<file path="config.mk">
export PLATFORM = sky130hd
export DESIGN_NAME = id_stage
export DESIGN_NICKNAME = d
export VERILOG_FILES = /design/src/rtl/id_stage.sv
export SDC_FILE = /design/constraint.sdc
export NUM_CORES = 1
export LEC_CHECK = 0
export ABC_AREA = 1
export CAP_MARGIN = 40
export CORE_ASPECT_RATIO = 0.8
export CORE_MARGIN = 8
export CORE_UTILIZATION = 40
export CTS_BUF_LIST = sky130_fd_sc_hd__clkbuf_16
export CTS_CLUSTER_SIZE = 12
export DETAILED_ROUTE_END_ITERATION = 16
export GPL_TIMING_DRIVEN = 1
export PLACE_DENSITY = 0.71
export SKIP_LAST_GASP = 1
export SYNTH_ARGS = -nofsm -noshare
export SYNTH_HDL_FRONTEND = slang
export SYNTH_SLANG_ARGS = --single-unit
</file>
<file path="constraint.sdc">
create_clock -name clk -period 5.8 [get_ports clk]
set_input_delay 1.16 -clock clk [delete_from_list [all_inputs] [get_ports clk]]
set_output_delay 1.16 -clock clk [all_outputs]
set_load 0.05 [all_outputs]
</file>
<file path="src/rtl/id_stage.sv">
// ----------------------------------------------------------------------------
// id_stage -- instruction decode stage with load-use hazard detection.
//
// Splits a 32-bit instruction into opcode and three 9-bit fields, forms the
// register indices and sign-extended immediate for R-type and I-type words,
// and registers them toward the ID/EX register. A one-entry tracker remembers
// the destination of a load issued in the previous cycle. When the current
// instruction reads that register, one bubble is inserted (STALL state) and
// the held instruction is issued on the following cycle.
//
// Ports
//   clk        in   clock, all state changes on the rising edge
//   rst        in   synchronous reset, active-low
//   Instr      in   32-bit instruction word from fetch
//   InValid    in   Instr is valid this cycle
//   InReady    out  combinational; Instr is accepted this cycle
//   Flush      in   branch-taken kill from EX; forces a bubble
//   OutValid   out  registered; decoded fields are valid
//   OpCode     out  registered 5-bit opcode
//   Rd/Rs/Rt   out  registered 9-bit register indices
//   Rsi        out  registered 20-bit sign-extended immediate
//   StallCount out  registered, saturating count of load-use bubbles
// ----------------------------------------------------------------------------
module id_stage #(
    parameter logic [4:0] LOAD_OP = 5'd20,
    parameter int         CNT_W   = 16
) (
    input  logic             clk,
    input  logic             rst,
    input  logic [31:0]      Instr,
    input  logic             InValid,
    output logic             InReady,
    input  logic             Flush,
    output logic             OutValid,
    output logic [4:0]       OpCode,
    output logic [8:0]       Rd,
    output logic [8:0]       Rs,
    output logic [8:0]       Rt,
    output logic [19:0]      Rsi,
    output logic [CNT_W-1:0] StallCount
);

    typedef enum logic [0:0] {RUN = 1'b0, STALL = 1'b1} state_t;

    localparam logic [CNT_W-1:0] CNT_ONE = CNT_W'(1);

    state_t     state;
    logic       ld_valid;
    logic [8:0] ld_rd;

    logic [4:0]  dec_op;
    logic [8:0]  dec_rd;
    logic [8:0]  dec_rs;
    logic [8:0]  dec_rt;
    logic [19:0] dec_rsi;
    logic        is_rtype;
    logic        hazard;
    logic        accept;

    // Field decode of the word currently presented by fetch.
    // NOTE: every combinational output gets a default first so no path
    // leaves it unassigned, which would otherwise infer a latch.
    always_comb begin
        dec_op   = Instr[31:27];
        is_rtype = ~Instr[31];
        dec_rd   = Instr[26:18];
        dec_rs   = Instr[17:9];
        dec_rt   = Instr[8:0];
        dec_rsi  = '0;
        if (!is_rtype) begin
            dec_rs  = Instr[26:18];
            dec_rt  = '0;
            dec_rsi = {{2{Instr[17]}}, Instr[17:0]};
        end
    end

    // Index 0 is the hard-wired zero register and never creates a hazard.
    // Only R-type words actually read Rt; I-type bits 8:0 are immediate.
    always_comb begin
        hazard = 1'b0;
        if (state == RUN && InValid && ld_valid && ld_rd != 9'd0) begin
            hazard = (dec_rs == ld_rd) || (is_rtype && dec_rt == ld_rd);
        end
    end

    // In STALL the hazard term is already zero, so the held word is taken.
    assign InReady = rst && !Flush && !hazard;
    assign accept  = InValid && InReady;

    // NOTE: sequential state uses non-blocking assignments so every register
    // samples the pre-edge values, independent of statement order.
    // NOTE: reset is sampled on the clock edge; it clears all state and wins
    // over Flush and any stall in progress.
    always_ff @(posedge clk) begin
        if (!rst) begin
            state      <= RUN;
            ld_valid   <= 1'b0;
            ld_rd      <= '0;
            OutValid   <= 1'b0;
            OpCode     <= '0;
            Rd         <= '0;
            Rs         <= '0;
            Rt         <= '0;
            Rsi        <= '0;
            StallCount <= '0;
        end else begin
            // Default: bubble with empty tracker; overridden on accept.
            OutValid <= 1'b0;
            OpCode   <= '0;
            Rd       <= '0;
            Rs       <= '0;
            Rt       <= '0;
            Rsi      <= '0;
            ld_valid <= 1'b0;

            if (Flush) begin
                state <= RUN;
            end else if (hazard) begin
                state <= STALL;
                if (StallCount != '1) begin
                    StallCount <= StallCount + CNT_ONE;
                end
            end else if (accept) begin
                state    <= RUN;
                OutValid <= 1'b1;
                OpCode   <= dec_op;
                Rd       <= dec_rd;
                Rs       <= dec_rs;
                Rt       <= dec_rt;
                Rsi      <= dec_rsi;
                ld_valid <= (dec_op == LOAD_OP);
                ld_rd    <= dec_rd;
            end else begin
                state <= RUN;
            end
        end
    end

endmodule

</file>
### Word level (Yosys, flattened, before mapping)

Cells that the tools add are included.

| operators by class | value |
|---|---|
| $add $sub $neg | 1 |
| equal/unequal tests | 4 |
| muxes and demuxes | 5 |
| bitwise operators | 6 |
| reduce and logical (&&, ||, !) cells | 17 |

Operators with widths:

| cell | count |
|---|---|
| $eq 9x9->1 | 2 |
| $mux 9 | 2 |
| $add 16x1->16 const B | 1 |
| $ne 16x16->1 const B | 1 |
| $reduce_bool 9->1 | 1 |
| $logic_and 1x1->1 | 7 |
| $not 1->1 | 6 |
| $reduce_and 3->1 | 2 |
| $eq 5x5->1 const B | 1 |
| $reduce_or 5->1 | 1 |
| $reduce_or 4->1 | 1 |
| $mux 1 | 3 |
| $reduce_or 3->1 | 1 |
| $logic_not 1->1 | 2 |
| $reduce_or 2->1 | 1 |
| $logic_or 1x1->1 | 1 |

| word-level totals | value |
|---|---|
| flip-flop bits (word level) | 78 |
| input port bits | 36 |
| output and inout port bits | 70 |
| logic and storage cells | 43 |

### Depth between registers and ports, before layout

Gate-level depths: netlist (run 1).

| depth | value |
|---|---|
| word-level depth | 10 |
| mapped depth | 17 |
| mapped depth without buffers | 14 |

### Least setup slack after synthesis (run 1)

Ideal clock, no wire load.

| timing path | value |
|---|---|
| kind | input port to output port |
| start point | in Instr[31] |
| end point | out InReady |
| data arrival time | 2,580 ps |
| required time | 4,640 ps |
| setup slack | 2,060 ps |
| stages | 14 |
| buffers on the path | 3 |
| cell sequence | buf_4 > inv_4 > buf_6 > nand2_1 > nand2_1 > nand2_1 > nand3_1 > nor2_1 > nand2_2 > nand2_4 > nand2_2 > buf_2 > nand2_1 > inv_1 |

| between the ends | value |
|---|---|
| longest elaborated chain between the ends | 7 |
| elaborated cells between the ends (all ways) | 10 |
| classes of those cells | 2 x eq/ne; 3 x mux; 1 x bitwise; 4 x reduce/logical |

RTL lines:

| what | RTL line | RTL |
|---|---|---|
| start, declared | 30 | `input logic [31:0] Instr,` |
| $mux 9 | 70 | `if (!is_rtype) begin` |
| $eq 9x9->1 | 82 | `hazard = (dec_rs == ld_rd) \|\| (is_rtype && dec_rt == ld_rd);` |
| $logic_and 1x1->1 | 82 |  |
| $logic_or 1x1->1 (*) | 82 |  |
| $mux 1 (*) | 81 | `if (state == RUN && InValid && ld_valid && ld_rd != 9'd0) begin` |
| $logic_not 1->1 (*) | 87 | `assign InReady = rst && !Flush && !hazard;` |
| $logic_and 1x1->1 (*) | 87 |  |
| end, declared | 32 | `output logic InReady,` |

Every way passes the cells marked *; elsewhere a longest branch is shown, timed or not.

### Worst setup path after layout (run 1)

Ends and elaborated chain as after synthesis.

==> flow_summary_export.csv, run 1 <==
group,metric,value,unit
route,vias,3209,
sta,fin_worst_skew,0.007770,ns
synth,synth_top_area_share,47.31,%
cells_and_area,n_antenna_cell,0,
power_and_ir_drop,ir_drop,148.3,µV
worst_setup_path,start_kind,"input pin",
synth,synthAdderAreaFrac,0.3791,%
synth,yosys.area.top_type,"dfxtp_1",
worst_setup_path,regToRegStartpoint,"ld_rd[8]",
route,drc,0,
die,die_h,97.25,µm
sta,setup_slack,0.7474,ns
synth,syn_nets,499,
die,ios,106,
placed_design,pre_cts_ws,0.7780,ns
sta,drv_slew,0,
global_routing,grt_pass1_vias,3311,
min_path,hold_class,"register to register",
synth,ys_ff_latch,78,
sta,grt_setup_unrepaired,"no",
cells_and_area,postLayoutCoreUtil,58.51,%
sta,hold_ws,0.4844,ns
global_routing,grt.total_usage,16.76,%
global_routing,grt_max_degree,34,
cells_and_area,fillers,752,
sta,period_minus_slack,5.053,ns
cells_and_area,nNetsFinal,601,
synth,synth.top_cells.by_count,"nand2_1, inv_1, dfxtp_1, nor2_1, nand4_1",
cts,cts_buffer_depth,2,
cts,postCtsResizedCells,0,
sta,setup_viol,0,
synth,synthMuxAreaShare,0,%
cts,cts_setup_buffers,0,
worst_setup_path,crit_type,"input pin to primary output",
placed_design,gp_congestion,0.8532,
sta,fin_crit_sh,87.11,%
synth,synthTopCellsByArea,"dfxtp_1, nand2_1, inv_1",
synth,yosys_warnings,0,
die,die_area,0.01143,mm²
cts,hold_buffers,0,
synth,synth_compound_area_share,4.359,%
flow_run,maxCapViolCount,0,
worst_setup_path,cp-startpoint,"Instr[31]",
synth,synth_xor_area_share,0.2654,%
route,dr.pass1.iters,4,
route,drtIter0Drc,176,
cts,worstSkewPairLatency,0.33,ns
cells_and_area,final_area,0.004671,mm²
power_and_ir_drop,power.leakage,2.095,nW
die,start_util,41.35,%
cells_and_area,stdcell_count,675,
cts,clkTransAtPathRegs,0.06,ns
sta,max_freq,197.9,MHz
die,num_rows,29,
power_and_ir_drop,power,1.223,mW
route,viasPerCell,4.754,
sta,max_slew.worst_pin.slew,0.5493,ns
die,die_x,117.6,µm
min_path,hp-start,"ld_rd[1]",
sta,slew_headroom,63.26,%
worst_setup_path,critPathCaptureType,"primary output",
cells_and_area,area_growth,41.51,%
synth,syn_area,0.003301,mm²
synth,synthFlopType,"dfxtp_1",
cts,numCtsBuffers,9,
sta,hold_viol,0,
global_routing,grt_antenna_before_repair,0,
worst_setup_path,required,4.64,ns
synth,synth_most_common_cell,"nand2_1",
synth,ys_seq_area_share,47.31,%
worst_setup_path,cp_max_fo,25,
cts,cts_max_level,3,
synth,yosys.area_share.simple,34.46,%
cts,clock_sinks,78,
synth,synth_top_family_by_area,"simple AND/OR/NAND/NOR gates",
route,wire_per_inst,13.78,µm
synth,avgSynthCellArea,7.144,µm²
global_routing,grt_pass1_wl,15850,µm
worst_setup_path,arrival,3.89,ns
placed_design,placed_area,0.004393,mm²
route,wirelength,9301,µm
cells_and_area,drive_gt1_share,6.878,%
sta,tns,0,ns
die,coreArea,0.007983,mm²
global_routing,grt-ovfl-total,0,
outcome,outcome,"complete, no violations",
placed_design,post-dp-hpwl,7128,µm
synth,async_flop_share,0,%
cts,cts_root_buf,"clkbuf_16",
route,antenna_left,0,
power_and_ir_drop,power_density,261.8,mW/mm²
placed_design,port-buffer-count,105,
synth,syn_inst,462,
placed_design,place_inst,661,
synth,synth_edf_count,0,
cts,cts_tree,"built",
synth,synth_cell_type_count,28,
==> routing by layer <==
layer	wire, µm	GRT usage (%)	share of wire [%]
met5	0	0	0
met3	720	5.459	7.7
met4	179	7.073	1.9
met2	4405	28.07	47
met1	3996	19.28	43
==> cells in the final DEF, fill, tap and decap left out, types with 6 or more instances in the layout <==
| cell | count |
|---|---|
| nor2_1 | 68 |
| dfxtp_1 | 78 |
| clkbuf_16 | 9 |
| nor2_2 | 10 |
| clkdlybuf4s50_1 | 105 |
| nand3_1 | 24 |
| o21ai_0 | 6 |
| nand2_1 | 109 |
| inv_1 | 80 |
| a21oi_1 | 19 |
| nand4_1 | 25 |
| nor3_1 | 9 |
==> critical path, stage by stage <==
cell,delay (ns)
clkdlybuf4s50_1,0.42
buf_4,0.21
inv_4,0.23
nand2_1,0.14
nand2_1,0.08
nand2_1,0.04
nand2_1,0.05
nand2_1,0.06
nor2_1,0.16
nand2_2,0.10
nand2_4,0.16
nand2_2,0.20
nand2_1,0.12
inv_1,0.04
clkdlybuf4s50_1,0.69
==> cell type report <==
cell class	instances	area (µm²)	area share (%)
clock buffers	9	225.2	4.822
clock inverters	5	52.55	1.125
inverters	82	312.8	6.697
multi-input cells	284	1303	27.89
flip-flops and latches	78	1562	33.43
well taps	108	135.1	2.893
repair buffers	109	1081	23.14
==> worst paths after layout <==
check | endpoint | slack [ns] | depth (start not counted)
worst min register to register | ld_rd[1] | 0.48 | 2
worst min-delay path | ld_rd[1] | 0.48 | 2
worst max register to register | Rsi[7] | 3.54 | 12
worst max-delay path | InReady | 0.75 | 15
==> power breakdown <==
part / total (mW) / switching [mW] / leakage, nW / internal [mW]
registers: 0.550 / 0.00410 / 0.632 / 0.546
logic: 0.139 / 0.0869 / 1.33 / 0.0525
clock network: 0.533 / 0.208 / 0.137 / 0.326
==> kinds of logic after synthesis <==
family	after synthesis
compound gates	27
xor+xnor	1
buf+inv	100
fa+ha+maj	1
flops	78
simple gates	255
==> state kept, by name (all words and copies together), names as in the netlist <==
name and cells:
Rsi 18, StallCount 16, Rd 9, Rs 9
Rt 9, ld_rd 9, OpCode 5, OutValid 1
ld_valid 1, state 1
Note: power is estimated with default switching activity, not from simulation.
==> run 2, diff against run 1 <==
--- a/config.mk
+++ b/config.mk
@@ -15,7 +15,6 @@
 export DETAILED_ROUTE_END_ITERATION = 16
 export GPL_TIMING_DRIVEN = 1
 export PLACE_DENSITY = 0.71
-export SKIP_LAST_GASP = 1
 export SYNTH_ARGS = -nofsm -noshare
 export SYNTH_HDL_FRONTEND = slang
 export SYNTH_SLANG_ARGS = --single-unit
==> constraint.sdc (replaced) <==
create_clock -name clk -period 5.1 [get_ports clk]
set_input_delay 1.02 -clock clk [delete_from_list [all_inputs] [get_ports clk]]
set_output_delay 1.02 -clock clk [all_outputs]
set_load 0.05 [all_outputs]
==> run 2 against run 1 <==
Clock skew fell by 0.0027 ns. Utilization rose by 0.60 points. Total power rose by 18%. Hold slack improved by 0.0044 ns. Design area rose by 1.0%. Cell count rose by 0.30%. Routed wire length fell by 3.9%. Register-to-register slack got worse by 0.64 ns. Combinational power rose by 14%. Critical path type unchanged. Highest routed layer unchanged.
==> flow_summary_export.csv, run 2 (same netlist as run 1, synthesis figures left out) <==
group,metric,value,unit
cts,hold_buffers,0,
cells_and_area,final_area,0.004718,mm²
route,drc,0,
outcome,outcome,"complete, no violations",
route,dr.pass1.iters,4,
placed_design,port-buffer-count,105,
cts,cts_buffer_depth,2,
die,num_rows,29,
cells_and_area,largest_reg_flops,18,
die,die_h,97.25,µm
placed_design,placed_area,0.004403,mm²
global_routing,grt.total_usage,15.75,%
placed_design,gp_congestion,0.9314,
route,wire_per_inst,13.21,µm
worst_setup_path,start_kind,"input pin",
sta,max_slew.worst_pin.slew,0.5673,ns
sta,max_freq,237.0,MHz
cells_and_area,area_growth,42.95,%
cells_and_area,n_antenna_cell,0,
cts,cts_tree,"built",
cells_and_area,drive_gt1_share,7.030,%
cts,clock_sinks,78,
route,viasPerCell,4.640,
die,ios,106,
sta,period_minus_slack,4.220,ns
cts,cts_root_buf,"clkbuf_16",
global_routing,grt_pass1_vias,3103,
worst_setup_path,slowest_stage,"clkdlybuf4s50_1",
route,antenna_left,0,
global_routing,grt_max_degree,34,
worst_setup_path,path_buf_inv,5,
cells_and_area,reg_top3,"Rsi (18), StallCount (16)",
route,vias,3141,
route,wirelength,8940,µm
cts,numCtsBuffers,9,
worst_setup_path,required,4.08,ns
cells_and_area,mostFrequentLayoutCells,"nand2_1, clkdlybuf4s50_1, inv_1",
sta,tns,0,ns
global_routing,grt_pass1_wl,15090,µm
global_routing,grt_antenna_before_repair,0,
sta,fin_worst_skew,0.005111,ns
sta,slew_headroom,62.06,%
power_and_ir_drop,power_density,306.9,mW/mm²
sta,hold_ws,0.4888,ns
flow_run,maxCapViolCount,0,
worst_setup_path,crit_chain,"clkdlybuf4s50_1 > buf_4 > inv_4 > nand2_1 > nand2_1 > nand2_1 > nand2_1 > nand3_1 > nor2_1 > nand2_2 > nand2_4 > nand2_2 > nand2_1 > inv_1 > buf_12",
cts,clkTransAtPathRegs,0.06,ns
sta,hold_viol,0,
cts,worstSkewPairLatency,0.33,ns
worst_setup_path,critPathCaptureType,"primary output",
cells_and_area,top_register,"Rsi",
die,die_x,117.6,µm
min_path,hold_class,"register to register",
worst_setup_path,cp_max_fo,25,
cts,cts_setup_buffers,0,
sta,setup_viol,0,
route,drtIter0Drc,142,
global_routing,grt-ovfl-total,0,
sta,drv_slew,0,
cells_and_area,nNetsFinal,601,
die,start_util,41.35,%
die,die_area,0.01143,mm²
worst_setup_path,cp_top_family,"simple AND/OR/NAND/NOR gates",
placed_design,post-dp-hpwl,6947,µm
worst_setup_path,arrival,3.20,ns
cells_and_area,mostFrequentLayoutCell,"nand2_1",
power_and_ir_drop,ir_drop,225.6,µV
cts,postCtsResizedCells,0,
sta,fin_crit_sh,82.74,%
worst_setup_path,max_stage_delay,0.40,ns
sta,grt_setup_unrepaired,"no",
power_and_ir_drop,power.leakage,2.110,nW
die,coreArea,0.007983,mm²
worst_setup_path,cpMostUsedCell,"nand2_1",
cts,cts_max_level,3,
worst_setup_path,crit_type,"input pin to primary output",
==> run 2: cell types whose count changed in the layout (fill, tap and decap cells not counted), sizes merged <==
cell / previous run / this run
inv: 82 / 83
buf: 4 / 5
bufinv: 1 / 2
clkinv: 3 / 1
clkdlybuf4s50: 105 / 104
clkinvlp: 1 / 3
==> run 2: final timing paths <==
| path | startpoint | end | slack (ns) | cells after the start |
|---|---|---|---|---|
| min reg2reg | ld_rd[1] | ld_rd[1] | 0.49 | 2 |
| max | Instr[31] | InReady | 0.88 | 15 |
| max reg2reg | ld_rd[7] | Rsi[7] | 2.90 | 13 |
| min | ld_rd[1] | ld_rd[1] | 0.49 | 2 |
==> run 2: metrics by stage <==
step,instances,worst slack (ns),power (mW),util (%)
after global placement,660,0.9813,0.7933,55.06
final,677,0.8804,1.448,59.11
after CTS,677,0.8646,1.463,59.11
after detailed placement,661,0.8931,0.7955,55.16
after global routing,677,0.6625,1.501,59.11
after floorplan,462,1.640,0.7324,-
==> run 2: cell type report <==
cell class              instances  area (µm²)
repair buffers                109        1091
clock buffers                   9       225.2
clock inverters                 7       90.09
fillers                       741        3264
multi-input cells             284        1303
flip-flops and latches         78        1562
well taps                     108       135.1
inverters                      82       312.8
==> run 2: report_power, final <==
group	switching (mW)	total (mW)	internal, mW
clock	0.241	0.665	0.424
combinational	0.0970	0.158	0.0606
sequential	0.00472	0.625	0.621
total	0.343	1.45	1.11
==> run 2: per-layer routing <==
layer | share of wire (%) | routed length [µm] | up-vias | GRT usage, %
li1 | - | - | 1620 | -
met1 | 45 | 3989 | 1415 | 18.46
met2 | 47 | 4224 | 95 | 26.75
met3 | 6.8 | 608 | 11 | 4.936
met4 | 1.3 | 118 | 0 | 5.108
met5 | 0 | 0 | - | 0
==> run 2: worst min-delay path, stage by stage, from the launching register on <==
cell and delay [ns]:
dfxtp_1 0.32, nand2_1 0.07, a21oi_1 0.05
==> run 3, diff against run 2 <==
==> constraint.sdc (replaced) <==
create_clock -name clk -period 4 [get_ports clk]
set_input_delay 0.8 -clock clk [delete_from_list [all_inputs] [get_ports clk]]
set_output_delay 0.8 -clock clk [all_outputs]
set_load 0.05 [all_outputs]
==> run 3 against run 2 <==
Sequential share of layout area shrank 0.26 points. Clock-buffer cell count is the same. Cell count grew 0.44%. Global-route usage grew 0.40 points. Non-clock buffer count grew 3. Sequential cell count is the same. Register-to-register slack lost 1.2 ns. Worst setup slack lost 0.63 ns. Via count grew 1.3%.
==> flow_summary_export.csv, run 3 (same netlist as run 1, synthesis figures left out) <==
group,metric,value,unit
outcome,outcome,"complete, no violations",
cts,cts_buffer_depth,2,
worst_setup_path,cpMostUsedCell,"nand2_1",
cts,hold_buffers,0,
sta,grt_setup_unrepaired,"no",
placed_design,place_inst,664,
die,coreArea,0.007983,mm²
min_path,hold_class,"register to register",
die,start_util,41.35,%
worst_setup_path,arrival,2.95,ns
route,wire_per_inst,13.58,µm
worst_setup_path,max_stage_delay,0.55,ns
cts,cts_tree,"built",
worst_setup_path,start_kind,"input pin",
sta,setup_slack,0.2529,ns
cells_and_area,n_antenna_cell,0,
worst_setup_path,cp_max_fo,16,
sta,hold_viol,0,
die,die_x,117.6,µm
global_routing,grt_max_degree,34,
sta,tns,0,ns
placed_design,pre_cts_ws,0.3107,ns
cells_and_area,reg_top3,"Rsi (18), StallCount (16)",
worst_setup_path,required,3.20,ns
worst_setup_path,crit_type,"input pin to primary output",
placed_design,post-dp-hpwl,7039,µm
sta,max_freq,266.9,MHz
cells_and_area,drive_gt1_share,7.168,%
cells_and_area,mostFrequentLayoutCells,"nand2_1, clkdlybuf4s50_1, inv_1",
sta,hold_ws,0.4912,ns
worst_setup_path,critPathCaptureType,"primary output",
cts,clock_sinks,78,
route,drc,0,
die,die_h,97.25,µm
sta,fin_crit_sh,93.68,%
cts,worstSkewPairLatency,0.33,ns
cells_and_area,area_growth,44.09,%
worst_setup_path,cp_top_family,"simple AND/OR/NAND/NOR gates",
cells_and_area,stdcell_count,680,
cells_and_area,nNetsFinal,604,
cells_and_area,largest_reg_flops,18,
route,wl_met1,4124,µm
placed_design,gp_congestion,0.8569,
cells_and_area,mostFrequentLayoutCell,"nand2_1",
cells_and_area,final_area,0.004756,mm²
cts,cts_setup_buffers,0,
global_routing,grt-ovfl-total,0,
cts,postCtsResizedCells,0,
cells_and_area,fillers,742,
global_routing,grt_antenna_before_repair,0,
cts,cts_max_level,3,
sta,setup_viol,0,
die,num_rows,29,
power_and_ir_drop,ir_drop,259.4,µV
route,maxUsedRoutingLayer,"met4",
sta,slew_headroom,64.40,%
sta,max_slew.worst_pin.slew,0.5324,ns
power_and_ir_drop,power.leakage,2.145,nW
global_routing,grt_pass1_vias,3181,
placed_design,port-buffer-count,105,
global_routing,grt.total_usage,16.14,%
cells_and_area,top_register,"Rsi",
route,wirelength,9235,µm
route,dr.pass1.iters,4,
route,drtIter0Drc,169,
route,antenna_left,0,
worst_setup_path,crit_chain,"clkdlybuf4s50_1 > buf_4 > nand2_1 > nand2_1 > nand2_1 > nand2_1 > nand3_1 > nor2_1 > nand2_2 > nand2_4 > nand2_2 > nand2_1 > inv_1 > buf_12",
worst_setup_path,slowest_stage,"clkdlybuf4s50_1",
worst_setup_path,path_buf_inv,4,
die,ios,106,
sta,period_minus_slack,3.747,ns
route,route.met3.wl,691,µm
cts,cts_root_buf,"clkbuf_16",
sta,drv_slew,0,
sta,fin_worst_skew,0.006335,ns
flow_run,maxCapViolCount,0,
route,vias,3182,
cts,numCtsBuffers,9,
power_and_ir_drop,power_density,398.9,mW/mm²
route,wl_met2,4200,µm
route,viasPerCell,4.679,
global_routing,grt_pass1_wl,15410,µm
die,die_area,0.01143,mm²
cts,clkTransAtPathRegs,0.05,ns
placed_design,placed_area,0.004425,mm²
run 3: cell count changes in the layout (fill, tap and decap cells not counted), sizes merged:
cell      change
buf           +3
clkinvlp      -3
bufinv        +1
clkinv        +1
inv           +1
run 3: routing by layer:
metal,vias up,GRT usage [%]
li1,1628,-
met1,1417,19.54
met2,116,26.18
met3,21,5.285
met4,0,5.894
met5,-,0
run 3: final timing paths:
path	from	end	cells past startpoint	slack (ns)
worst max-delay path	Instr[31]	InReady	14	0.25
worst min-delay path	ld_rd[1]	ld_rd[1]	2	0.49
worst max register to register	ld_rd[7]	Rsi[4]	13	1.73
worst min register to register	ld_rd[1]	ld_rd[1]	2	0.49
run 3: power breakdown:
group / switching, mW / internal (mW) / leakage (nW)
Sequential: 0.00646 / 0.791 / 0.632
Combinational: 0.126 / 0.0792 / 1.35
Clock: 0.294 / 0.600 / 0.167
run 3: final cells by class:
cell class | count | area [µm²] | area share [%]
clock buffer | 9 | 225.2 | 4.736
sequential | 78 | 1562 | 32.83
tap | 108 | 135.1 | 2.841
timing repair buffer | 112 | 1114 | 23.41
multi-input combinational | 284 | 1303 | 27.39
clock inverter | 7 | 105.1 | 2.210
inverter | 82 | 312.8 | 6.577
run 3: worst min-delay path, delay by kind of cell (launching register included):
family	cells	cell delay, ns
flops	1	0.32
simple gates	1	0.07
compound gates	1	0.05
run 3: stage by stage:
step | total power [mW] | utilization (%)
3_5_place_dp | 1.017 | 55.44
2_1_floorplan | 0.9338 | -
4_1_cts | 1.913 | 59.58
5_1_grt | 1.963 | 59.58
3_3_place_gp | 1.014 | 55.34
6_report | 1.897 | 59.58
